### src/rtl/timer_arbiter_if.sv
`default_nettype none
// ============================================================================
// Module      : timer_arbiter_if
// Description : Request/grant/status bundle between the requesters and the
//               shared delay timer.
// Revision    : 1.0 - initial release
// ============================================================================
interface timer_arbiter_if #(
    parameter int REQ_NUM     = 4,
    parameter int DELAY_WIDTH = 16
);
    localparam int OWNER_WIDTH = (REQ_NUM > 1) ? $clog2(REQ_NUM) : 1;

    logic [REQ_NUM-1:0]             req_valid_i;
    logic [REQ_NUM*DELAY_WIDTH-1:0] req_delay_i;
    logic [REQ_NUM-1:0]             req_ready_o;
    logic [REQ_NUM-1:0]             done_o;
    logic                           busy_o;
    logic [OWNER_WIDTH-1:0]         owner_o;
    logic [DELAY_WIDTH-1:0]         count_o;

    // Requester side: raises requests, observes grant and timer status.
    modport master (
        output req_valid_i,
        output req_delay_i,
        input  req_ready_o,
        input  done_o,
        input  busy_o,
        input  owner_o,
        input  count_o
    );

    // Timer side: arbitrates requests and reports status.
    modport slave (
        input  req_valid_i,
        input  req_delay_i,
        output req_ready_o,
        output done_o,
        output busy_o,
        output owner_o,
        output count_o
    );
endinterface
`default_nettype wire

### src/rtl/timer_arbiter.sv
`default_nettype none
// ============================================================================
// Module      : timer_arbiter
// Description : One down-counting delay timer shared round-robin between
//               REQ_NUM requesters; pulses the owner's done line on expiry.
// Revision    : 1.0 - initial release
// ============================================================================
module timer_arbiter #(
    parameter int REQ_NUM     = 4,
    parameter int DELAY_WIDTH = 16
) (
    input  logic           clk_i,
    input  logic           s_rst_i,
    timer_arbiter_if.slave bus
);
    localparam int c_OWNER_WIDTH = (REQ_NUM > 1) ? $clog2(REQ_NUM) : 1;
    // One extra bit so pointer+offset never overflows before the modulo fold.
    localparam logic [c_OWNER_WIDTH:0]   c_REQ_NUM = (c_OWNER_WIDTH+1)'(REQ_NUM);
    localparam logic [DELAY_WIDTH-1:0]   c_ONE     = DELAY_WIDTH'(1);

    localparam logic [1:0] c_ST_IDLE = 2'd0;
    localparam logic [1:0] c_ST_RUN  = 2'd1;
    localparam logic [1:0] c_ST_DONE = 2'd2;

    logic [1:0]               r_state;
    logic [c_OWNER_WIDTH-1:0] r_ptr;
    logic [c_OWNER_WIDTH-1:0] r_owner;
    logic [DELAY_WIDTH-1:0]   r_count;

    logic [DELAY_WIDTH-1:0]   w_delay [REQ_NUM];
    logic                     w_found;
    logic [c_OWNER_WIDTH-1:0] w_win;
    logic [c_OWNER_WIDTH:0]   w_sum;
    logic [c_OWNER_WIDTH:0]   w_ptr_sum;
    logic [c_OWNER_WIDTH-1:0] w_next_ptr;
    logic                     w_grant;
    logic [REQ_NUM-1:0]       w_ready;
    logic [REQ_NUM-1:0]       w_done;

    // Per-requester views of the packed delay bus, grant and done decode.
    generate
        for (genvar k = 0; k < REQ_NUM; k++) begin : g_req
            assign w_delay[k] = bus.req_delay_i[k*DELAY_WIDTH +: DELAY_WIDTH];
            assign w_ready[k] = w_grant && (w_win == c_OWNER_WIDTH'(k));
            assign w_done[k]  = (r_state == c_ST_DONE) && (r_owner == c_OWNER_WIDTH'(k));
        end
    endgenerate

    // Round-robin search: first valid requester at or after the pointer, wrapping.
    always_comb begin
        w_found = 1'b0;
        w_win   = '0;
        w_sum   = '0;
        for (int i = 0; i < REQ_NUM; i++) begin
            w_sum = {1'b0, r_ptr} + (c_OWNER_WIDTH+1)'(i);
            if (w_sum >= c_REQ_NUM) begin
                w_sum = w_sum - c_REQ_NUM;
            end
            if (!w_found && bus.req_valid_i[w_sum[c_OWNER_WIDTH-1:0]]) begin
                w_found = 1'b1;
                w_win   = w_sum[c_OWNER_WIDTH-1:0];
            end
        end
    end

    // Pointer moves to the requester just after the winner, wrapping.
    always_comb begin
        w_ptr_sum  = {1'b0, w_win} + (c_OWNER_WIDTH+1)'(1);
        w_next_ptr = w_ptr_sum[c_OWNER_WIDTH-1:0];
        if (w_ptr_sum >= c_REQ_NUM) begin
            w_next_ptr = '0;
        end
    end

    // Grant only from IDLE; suppressed during reset so no transfer can slip in.
    assign w_grant = (r_state == c_ST_IDLE) && w_found && !s_rst_i;

    // Timer FSM: capture on handshake, count down, one-cycle done, back to idle.
    always_ff @(posedge clk_i) begin
        if (s_rst_i) begin
            r_state <= c_ST_IDLE;
            r_ptr   <= '0;
            r_owner <= '0;
            r_count <= '0;
        end else begin
            case (r_state)
                c_ST_IDLE: begin
                    if (w_grant) begin
                        r_count <= w_delay[w_win];
                        r_owner <= w_win;
                        r_ptr   <= w_next_ptr;
                        r_state <= (w_delay[w_win] == '0) ? c_ST_DONE : c_ST_RUN;
                    end
                end
                c_ST_RUN: begin
                    // Saturating decrement: the last step lands on zero and leaves.
                    if (r_count <= c_ONE) begin
                        r_count <= '0;
                        r_state <= c_ST_DONE;
                    end else begin
                        r_count <= r_count - c_ONE;
                    end
                end
                c_ST_DONE: begin
                    r_state <= c_ST_IDLE;
                end
                default: begin
                    r_state <= c_ST_IDLE;
                end
            endcase
        end
    end

    assign bus.req_ready_o = w_ready;
    assign bus.done_o      = w_done;
    assign bus.busy_o      = (r_state != c_ST_IDLE);
    assign bus.owner_o     = r_owner;
    assign bus.count_o     = r_count;

endmodule
`default_nettype wire

### src/flat_wrapper.sv
// flat-port wrapper written by rule: the top's interface ports become plain ports
module timer_arbiter_flat 
#(
    parameter int REQ_NUM     = 4,
    parameter int DELAY_WIDTH = 16
)
  (clk_i, s_rst_i, bus_req_valid_i, bus_req_delay_i, bus_req_ready_o, bus_done_o, bus_busy_o, bus_owner_o, bus_count_o);
  timer_arbiter_if #(.REQ_NUM(REQ_NUM), .DELAY_WIDTH(DELAY_WIDTH)) bus_i ();
  input  logic clk_i;
  input  logic s_rst_i;
  input wire logic [$bits(bus_i.req_valid_i)-1:0] bus_req_valid_i;
  input wire logic [$bits(bus_i.req_delay_i)-1:0] bus_req_delay_i;
  output wire logic [$bits(bus_i.req_ready_o)-1:0] bus_req_ready_o;
  output wire logic [$bits(bus_i.done_o)-1:0] bus_done_o;
  output wire logic [$bits(bus_i.busy_o)-1:0] bus_busy_o;
  output wire logic [$bits(bus_i.owner_o)-1:0] bus_owner_o;
  output wire logic [$bits(bus_i.count_o)-1:0] bus_count_o;
  assign bus_i.req_valid_i = bus_req_valid_i;
  assign bus_i.req_delay_i = bus_req_delay_i;
  assign bus_req_ready_o = bus_i.req_ready_o;
  assign bus_done_o = bus_i.done_o;
  assign bus_busy_o = bus_i.busy_o;
  assign bus_owner_o = bus_i.owner_o;
  assign bus_count_o = bus_i.count_o;
  timer_arbiter #(.REQ_NUM(REQ_NUM), .DELAY_WIDTH(DELAY_WIDTH)) u_core (.clk_i(clk_i), .s_rst_i(s_rst_i), .bus(bus_i));
endmodule
### config.mk
export PLATFORM = sky130hd
export DESIGN_NAME = timer_arbiter_flat
export DESIGN_NICKNAME = d
export VERILOG_FILES = /design/src/rtl/timer_arbiter_if.sv /design/src/rtl/timer_arbiter.sv /design/src/flat_wrapper.sv
export SDC_FILE = /design/constraint.sdc
export NUM_CORES = 1
export LEC_CHECK = 0
export BUFFER_PORTS_ARGS = -buffer_cell sky130_fd_sc_hd__buf_2
export CELL_PAD_IN_SITES_DETAIL_PLACEMENT = 1
export CELL_PAD_IN_SITES_GLOBAL_PLACEMENT = 2
export CORE_MARGIN = 5
export CORE_UTILIZATION = 25
export CTS_CLUSTER_SIZE = 28
export DETAILED_ROUTE_END_ITERATION = 8
export PLACE_DENSITY = 0.89
export SLEW_MARGIN = 20
export SYNTH_ARGS = -nofsm -noshare
export SYNTH_HDL_FRONTEND = slang
export SYNTH_SLANG_ARGS = --single-unit
### constraint.sdc
create_clock -name clk_i -period 3.89 [get_ports clk_i]
set_clock_uncertainty 0.2 [all_clocks]
set_input_delay 0.1945 -clock clk_i [delete_from_list [all_inputs] [get_ports clk_i]]
set_output_delay 0.1945 -clock clk_i [all_outputs]
set_load 0.005 [all_outputs]
==> results.sh, run 1 <==
export IMPL_outcome="finished, final reports clean"
export IMPL_ant_nets=0
export IMPL_path_max_fanout=17
export IMPL_async_flop_share=0
export IMPL_cts_tree="built"
export IMPL_r2r_end="u_core.r_state[0]$_SDFFE_PP0P_"
export IMPL_setup_worst_path_start_class="flop"
export IMPL_ys_ff_latch=22
export IMPL_nFillCells=988
export IMPL_drt_total_wl_mm=7.13
export IMPL_die_w_um=98.9
export IMPL_die_h_um=98.9
export IMPL_syn_area_mm2=0.00197
export IMPL_path_clk_slew_ns=0.08
export IMPL_insertion_delay_ns=0.26
export IMPL_coreArea_mm2=0.00773
export IMPL_worst_pin_slew_ns=0.783
export IMPL_place_ws_ns=0.945
export IMPL_total_leakage_power_nw=1.21
export IMPL_cts_sinks=22
export IMPL_yosys_top_cells_area="dfxtp_1 22%, mux2i_1 17%, mux2_2 9.1%, nor2_1 5.3%, ha_1 3.8%"
export IMPL_drive_above_1_share=0.392
export IMPL_viasPerCell=5.07
export IMPL_synth_warnings=0
export IMPL_ctsLongestPathBuffers=2
export IMPL_fmax_mhz=341
export IMPL_drcViolationCount=0
export IMPL_power_density_mw_per_mm2=765
export IMPL_finalCritPeriodShare=0.754
export IMPL_drt_initial_drc_count=147
export IMPL_synth_nets=315
export IMPL_grtUsageTotal=0.140
export IMPL_maxCapViolCount=0
export IMPL_ir_worst_vdd_mv=0.229
export IMPL_critPathMostFrequentCell="mux2i_1"
export IMPL_slew_limit_headroom=0.477
export IMPL_antenna_found_initial=0
export IMPL_maxSlewViolCount=0
export IMPL_grt_pass1_wl_mm=11.4
export IMPL_syn_instance_count=239
export IMPL_yosysMostFrequentCell="mux2i_1"
export IMPL_port_buffers=96
export IMPL_r2r_start="u_core.r_ptr[1]$_SDFFE_PP0P_"
export IMPL_syn_area_per_cell_um2=8.26
export IMPL_routedWlPerCell_um=16.5
export IMPL_cts_root_buffer_cell="clkbuf_8"
export IMPL_end_kind="flop"
export IMPL_finalHoldViolCount=0
export IMPL_hold_start="s_rst_i"
export IMPL_yosysSeqAreaShare=0.223
export IMPL_start_util=0.256
export IMPL_synth_edf_count=0
export IMPL_rows=32
export IMPL_final_nets=406
export IMPL_grt_overflow_total=0
export IMPL_yosys_area_top_type="dfxtp_1"
export IMPL_min_path_type="in -> reg"
export IMPL_holdBufCountCts=0
export IMPL_ios=97
export IMPL_numCtsBuffers=3
export IMPL_reg2regPathDepth=9
export IMPL_fin_ws_ns=0.956
export IMPL_critPathArrivalTime_ns=2.86
export IMPL_slowest_delay_ns=0.49
export IMPL_rrSetupSlack_ns=0.96
export IMPL_setup_viol=0
export IMPL_worstSetupStartpoint="u_core.r_ptr[1]$_SDFFE_PP0P_"
export IMPL_fin_setup_tns_ns=0
export IMPL_min_to="u_core.bus.count_o[11]$_SDFFE_PP0P_"
export IMPL_area_growth_pct=30.9
export IMPL_synth_top_cell_area_share=0.223
export IMPL_hold_depth=2
export IMPL_vias=2186
export IMPL_crit_type="reg -> reg"
export IMPL_grt_pass1_vias=2242
export IMPL_synth_ff_type="dfxtp_1"
export IMPL_gp_congestion=0.856
export IMPL_diodes=0
export IMPL_die_area_mm2=0.00978
export IMPL_rsz0062_at_grt="false"
export IMPL_yosysUniqueCellTypes=45
export IMPL_cp_required_ns=3.82
export IMPL_cts_htree_levels=1
export IMPL_fin_crit_ns=2.93
export IMPL_first_pass_iters=4
export IMPL_cts_setup_buffers=0
export IMPL_cts_resized=0
export IMPL_grt_max_degree=28
export IMPL_fin_hold_ws_ns=0.126
export IMPL_hpwl_mm=5.71
export IMPL_cp_cell_sequence="mux2i_1, o22ai_2, nor2_4, buf_4, mux2i_1, mux2_2, nand4_1, nor4_2, o22ai_1"
export IMPL_cpMaxStageDelayCell="nor2_4"
export IMPL_synthTopCellsByCount="33 x mux2i_1, 28 x nor2_1, 22 x dfxtp_1, 16 x mux2_2, 13 x o21ai_0"
## through the flow
stage               area, um2   util  power (mW)  std cells
floorplan                1970      -        1.41        239
finish                   2580  0.334        1.98        431
global placement         2530  0.327        1.78        427
detailed placement       2530  0.327        1.81        427
global route             2580  0.334        2.16        431
CTS                      2580  0.334        1.98        431
## registers in the layout (all words and copies together), names as in the netlist
signal and cells:
u_core.bus.count_o 16, u_core.bus.owner_o 2, u_core.r_ptr 2, u_core.r_state 2
## power by group
group	leakage (nW)	total [mW]	internal, mW	switching [mW]
Clock	0.0288	0.168	0.0903	0.0781
Sequential	0.182	0.485	0.329	0.157
Combinational	1.00	1.32	0.587	0.736
Total	1.21	1.98	1.01	0.971
## worst max-delay path, delay by kind of cell, from the launching register on
family          cells  cell delay (ns)
compound gates      2             0.24
buf+inv             1             0.29
flops               1             0.46
mux                 3             0.66
simple gates        3             0.94
## worst max path at each step
stage                                endpoint  depth (start not counted)  slack [ns]
6_report       u_core.r_state[0]$_SDFFE_PP0P_                          9        0.96
5_1_grt        u_core.r_state[0]$_SDFFE_PP0P_                          9        0.76
4_1_cts        u_core.r_state[0]$_SDFFE_PP0P_                          9        0.93
3_5_place_dp   u_core.r_state[0]$_SDFFE_PP0P_                          9        0.94
3_3_place_gp   u_core.r_state[0]$_SDFFE_PP0P_                          9        1.11
2_1_floorplan  u_core.r_state[0]$_SDFFE_PP0P_                          9        1.57
## cell families (layout without fill, tap and decap cells)
group | after synthesis | count (layout) | synth area share
and+or+nand+nor | 78 | 78 | 0.202
AOI/OAI and AO/OA | 58 | 58 | 0.207
muxes | 49 | 49 | 0.259
buffers and inverters | 23 | 113 | 0.0583
DFF | 22 | 22 | 0.223
adders and majority gates | 6 | 6 | 0.0380
xor gates and xnor gates | 3 | 3 | 0.0133
## cell type report
class | count | area [um2] | share of cell area
inverters | 10 | 38.8 | 0.0150
repair buffers | 99 | 503 | 0.195
flip-flops and latches | 22 | 440 | 0.170
well taps | 102 | 128 | 0.0494
clock buffers | 4 | 55.1 | 0.0213
multi-input cells | 194 | 1420 | 0.549
## layer usage
metal | vias to the layer above | wire (um) | global-route usage
met5 | - | 0 | 0
met4 | 0 | 69 | 0.0242
met3 | 6 | 536 | 0.0326
met2 | 72 | 3180 | 0.239
met1 | 1031 | 3340 | 0.182
li1 | 1077 | - | -
## cells in the final DEF (no fill, tap or decap), types with 4 or more instances in the layout
cell,instances
a21oi_1,9
a22oi_1,7
and2_1,5
buf_2,96
clkbuf_8,4
dfxtp_1,22
ha_1,6
inv_1,9
mux2_2,16
mux2i_1,33
nand2_1,9
nand2b_1,5
nand4_1,4
nor2_1,28
nor3_1,8
o21ai_0,13
o21ai_1,4
o221ai_1,4
o22ai_1,4
o32ai_1,5
Note: power is estimated with default switching activity, not from simulation.
==> inputs of run 2 (changes only) <==
Clock period 3.89 ns to 2.8 ns, I/O delays scaled along.
==> run 2 against run 1 <==
Net effect: sequential share of layout area fell by 0.41 points; via count rose by 0.32%; non-clock buffer count rose by 3; core utilization rose by 0.83 points; die area did not move; largest cell class unchanged; highest routed layer unchanged.
==> results.sh, run 2 (synthesis gave the netlist of run 1 again) <==
export IMPL_grtUsageTotal=0.148
export IMPL_routedWlPerCell_um=16.9
export IMPL_port_buffers=96
export IMPL_ir_worst_vdd_mv=0.368
export IMPL_grt_pass1_vias=2292
export IMPL_cts_htree_levels=1
export IMPL_antenna_found_initial=0
export IMPL_fin_crit_ns=2.57
export IMPL_area_growth_pct=34.1
export IMPL_viasPerCell=5.05
export IMPL_mostFrequentLayoutCells="96 x buf_2, 33 x mux2i_1, 28 x nor2_1, 22 x dfxtp_1, 16 x mux2_2"
export IMPL_final_common_cell="buf_2"
export IMPL_total_leakage_power_nw=1.24
export IMPL_drcViolationCount=0
export IMPL_end_kind="flop"
export IMPL_maxSlewViolCount=0
export IMPL_critPathMostFrequentCell="mux2i_1"
export IMPL_crit_type="reg -> reg"
export IMPL_maxCapViolCount=0
export IMPL_cp_top_family="multiplexers"
export IMPL_drt_total_wl_mm=7.33
export IMPL_worst_pin_slew_ns=0.648
export IMPL_path_clk_slew_ns=0.08
export IMPL_cp_required_ns=2.74
export IMPL_cts_sinks=22
export IMPL_diodes=0
export IMPL_setup_viol=0
export IMPL_insertion_delay_ns=0.28
export IMPL_power_density_mw_per_mm2=1090
export IMPL_grt_max_degree=36
export IMPL_rows=32
export IMPL_ant_nets=0
export IMPL_die_h_um=98.9
export IMPL_grt_overflow_total=0
export IMPL_final_nets=409
export IMPL_coreArea_mm2=0.00773
export IMPL_slowest_delay_ns=0.44
export IMPL_slew_limit_headroom=0.567
export IMPL_holdBufCountCts=0
export IMPL_finalCritPeriodShare=0.919
export IMPL_grt_pass1_wl_mm=11.8
export IMPL_path_max_fanout=35
export IMPL_min_path_type="in -> reg"
export IMPL_rsz0062_at_grt="false"
export IMPL_cts_setup_buffers=0
export IMPL_finalHoldViolCount=0
export IMPL_first_pass_iters=4
export IMPL_cp_cell_sequence="mux2i_1, o22ai_2, nor2_4, buf_12, mux2i_1, mux2_2, nand4_1, nor4_2, o22ai_1"
export IMPL_cts_tree="built"
export IMPL_drive_above_1_share=0.398
export IMPL_numCtsBuffers=3
export IMPL_cts_root_buffer_cell="clkbuf_8"
export IMPL_gp_congestion=0.800
export IMPL_die_area_mm2=0.00978
export IMPL_fmax_mhz=388
export IMPL_largest_register_ffs=16
export IMPL_ios=97
export IMPL_critPathArrivalTime_ns=2.51
export IMPL_cpMaxStageDelayCell="dfxtp_1"
export IMPL_outcome="finished, final reports clean"
export IMPL_die_w_um=98.9
export IMPL_ctsLongestPathBuffers=2
export IMPL_hpwl_mm=5.98
export IMPL_fin_setup_tns_ns=0
export IMPL_cp_num_buf_inv=1
export IMPL_fin_ws_ns=0.225
export IMPL_cts_resized=0
export IMPL_setup_worst_path_start_class="flop"
export IMPL_vias=2193
export IMPL_place_ws_ns=0.220
export IMPL_drt_initial_drc_count=133
export IMPL_start_util=0.256
run 2: cell count changes in the layout (fill, tap and decap cells not counted):
cell       previous run  this run
buf_12                0         2
clkbuf_8              4         3
buf_4                 3         4
bufinv_16             0         1
run 2: power by group:
group	total [mW]	internal [mW]	switching [mW]
Combinational	1.92	0.878	1.04
Clock	0.309	0.192	0.117
Sequential	0.657	0.457	0.200
Total	2.89	1.53	1.36
run 2: final cells by class:
class                   count  area (um2)
fillers                   965        5080
multi-input cells         194        1420
repair buffers            102         551
flip-flops and latches     22         440
well taps                 102         128
clock buffers               3        41.3
inverters                  10        38.8
clock inverters             1        30.0
run 2: final timing paths:
path              cells past startpoint  slack, ns                                  end                                start
setup / recovery                      9       0.23       u_core.r_state[0]$_SDFFE_PP0P_         u_core.r_ptr[1]$_SDFFE_PP0P_
hold / removal                        3       0.12  u_core.bus.count_o[10]$_SDFFE_PP0P_                              s_rst_i
setup reg to reg                      9       0.23       u_core.r_state[0]$_SDFFE_PP0P_         u_core.r_ptr[1]$_SDFFE_PP0P_
hold reg to reg                       2       0.34  u_core.bus.count_o[11]$_SDFFE_PP0P_  u_core.bus.count_o[11]$_SDFFE_PP0P_
run 2: through the flow:
| stage | total power, mW | util | hold WS, ns | instances | area [um2] |
|---|---|---|---|---|---|
| after floorplan | 1.97 | - | 0.238 | 239 | 1970 |
| after global placement | 2.54 | 0.333 | 0.313 | 430 | 2580 |
| after detailed placement | 2.59 | 0.333 | 0.331 | 430 | 2580 |
| after CTS | 2.92 | 0.343 | 0.125 | 434 | 2650 |
| after global routing | 3.15 | 0.343 | 0.142 | 434 | 2650 |
| final | 2.89 | 0.343 | 0.122 | 434 | 2650 |
run 2: layer usage:
layer / wire length [um] / up-vias / GRT usage
li1: - / 1079 / -
met3: 577 / 6 / 0.0396
met2: 3450 / 69 / 0.254
met4: 76 / 0 / 0.0399
met5: 0 / - / 0
met1: 3230 / 1039 / 0.180
run 2: worst min-delay path: stages:
cell and delay [ns]:
buf_2 0.10, buf_4 0.24, a21oi_1 0.06
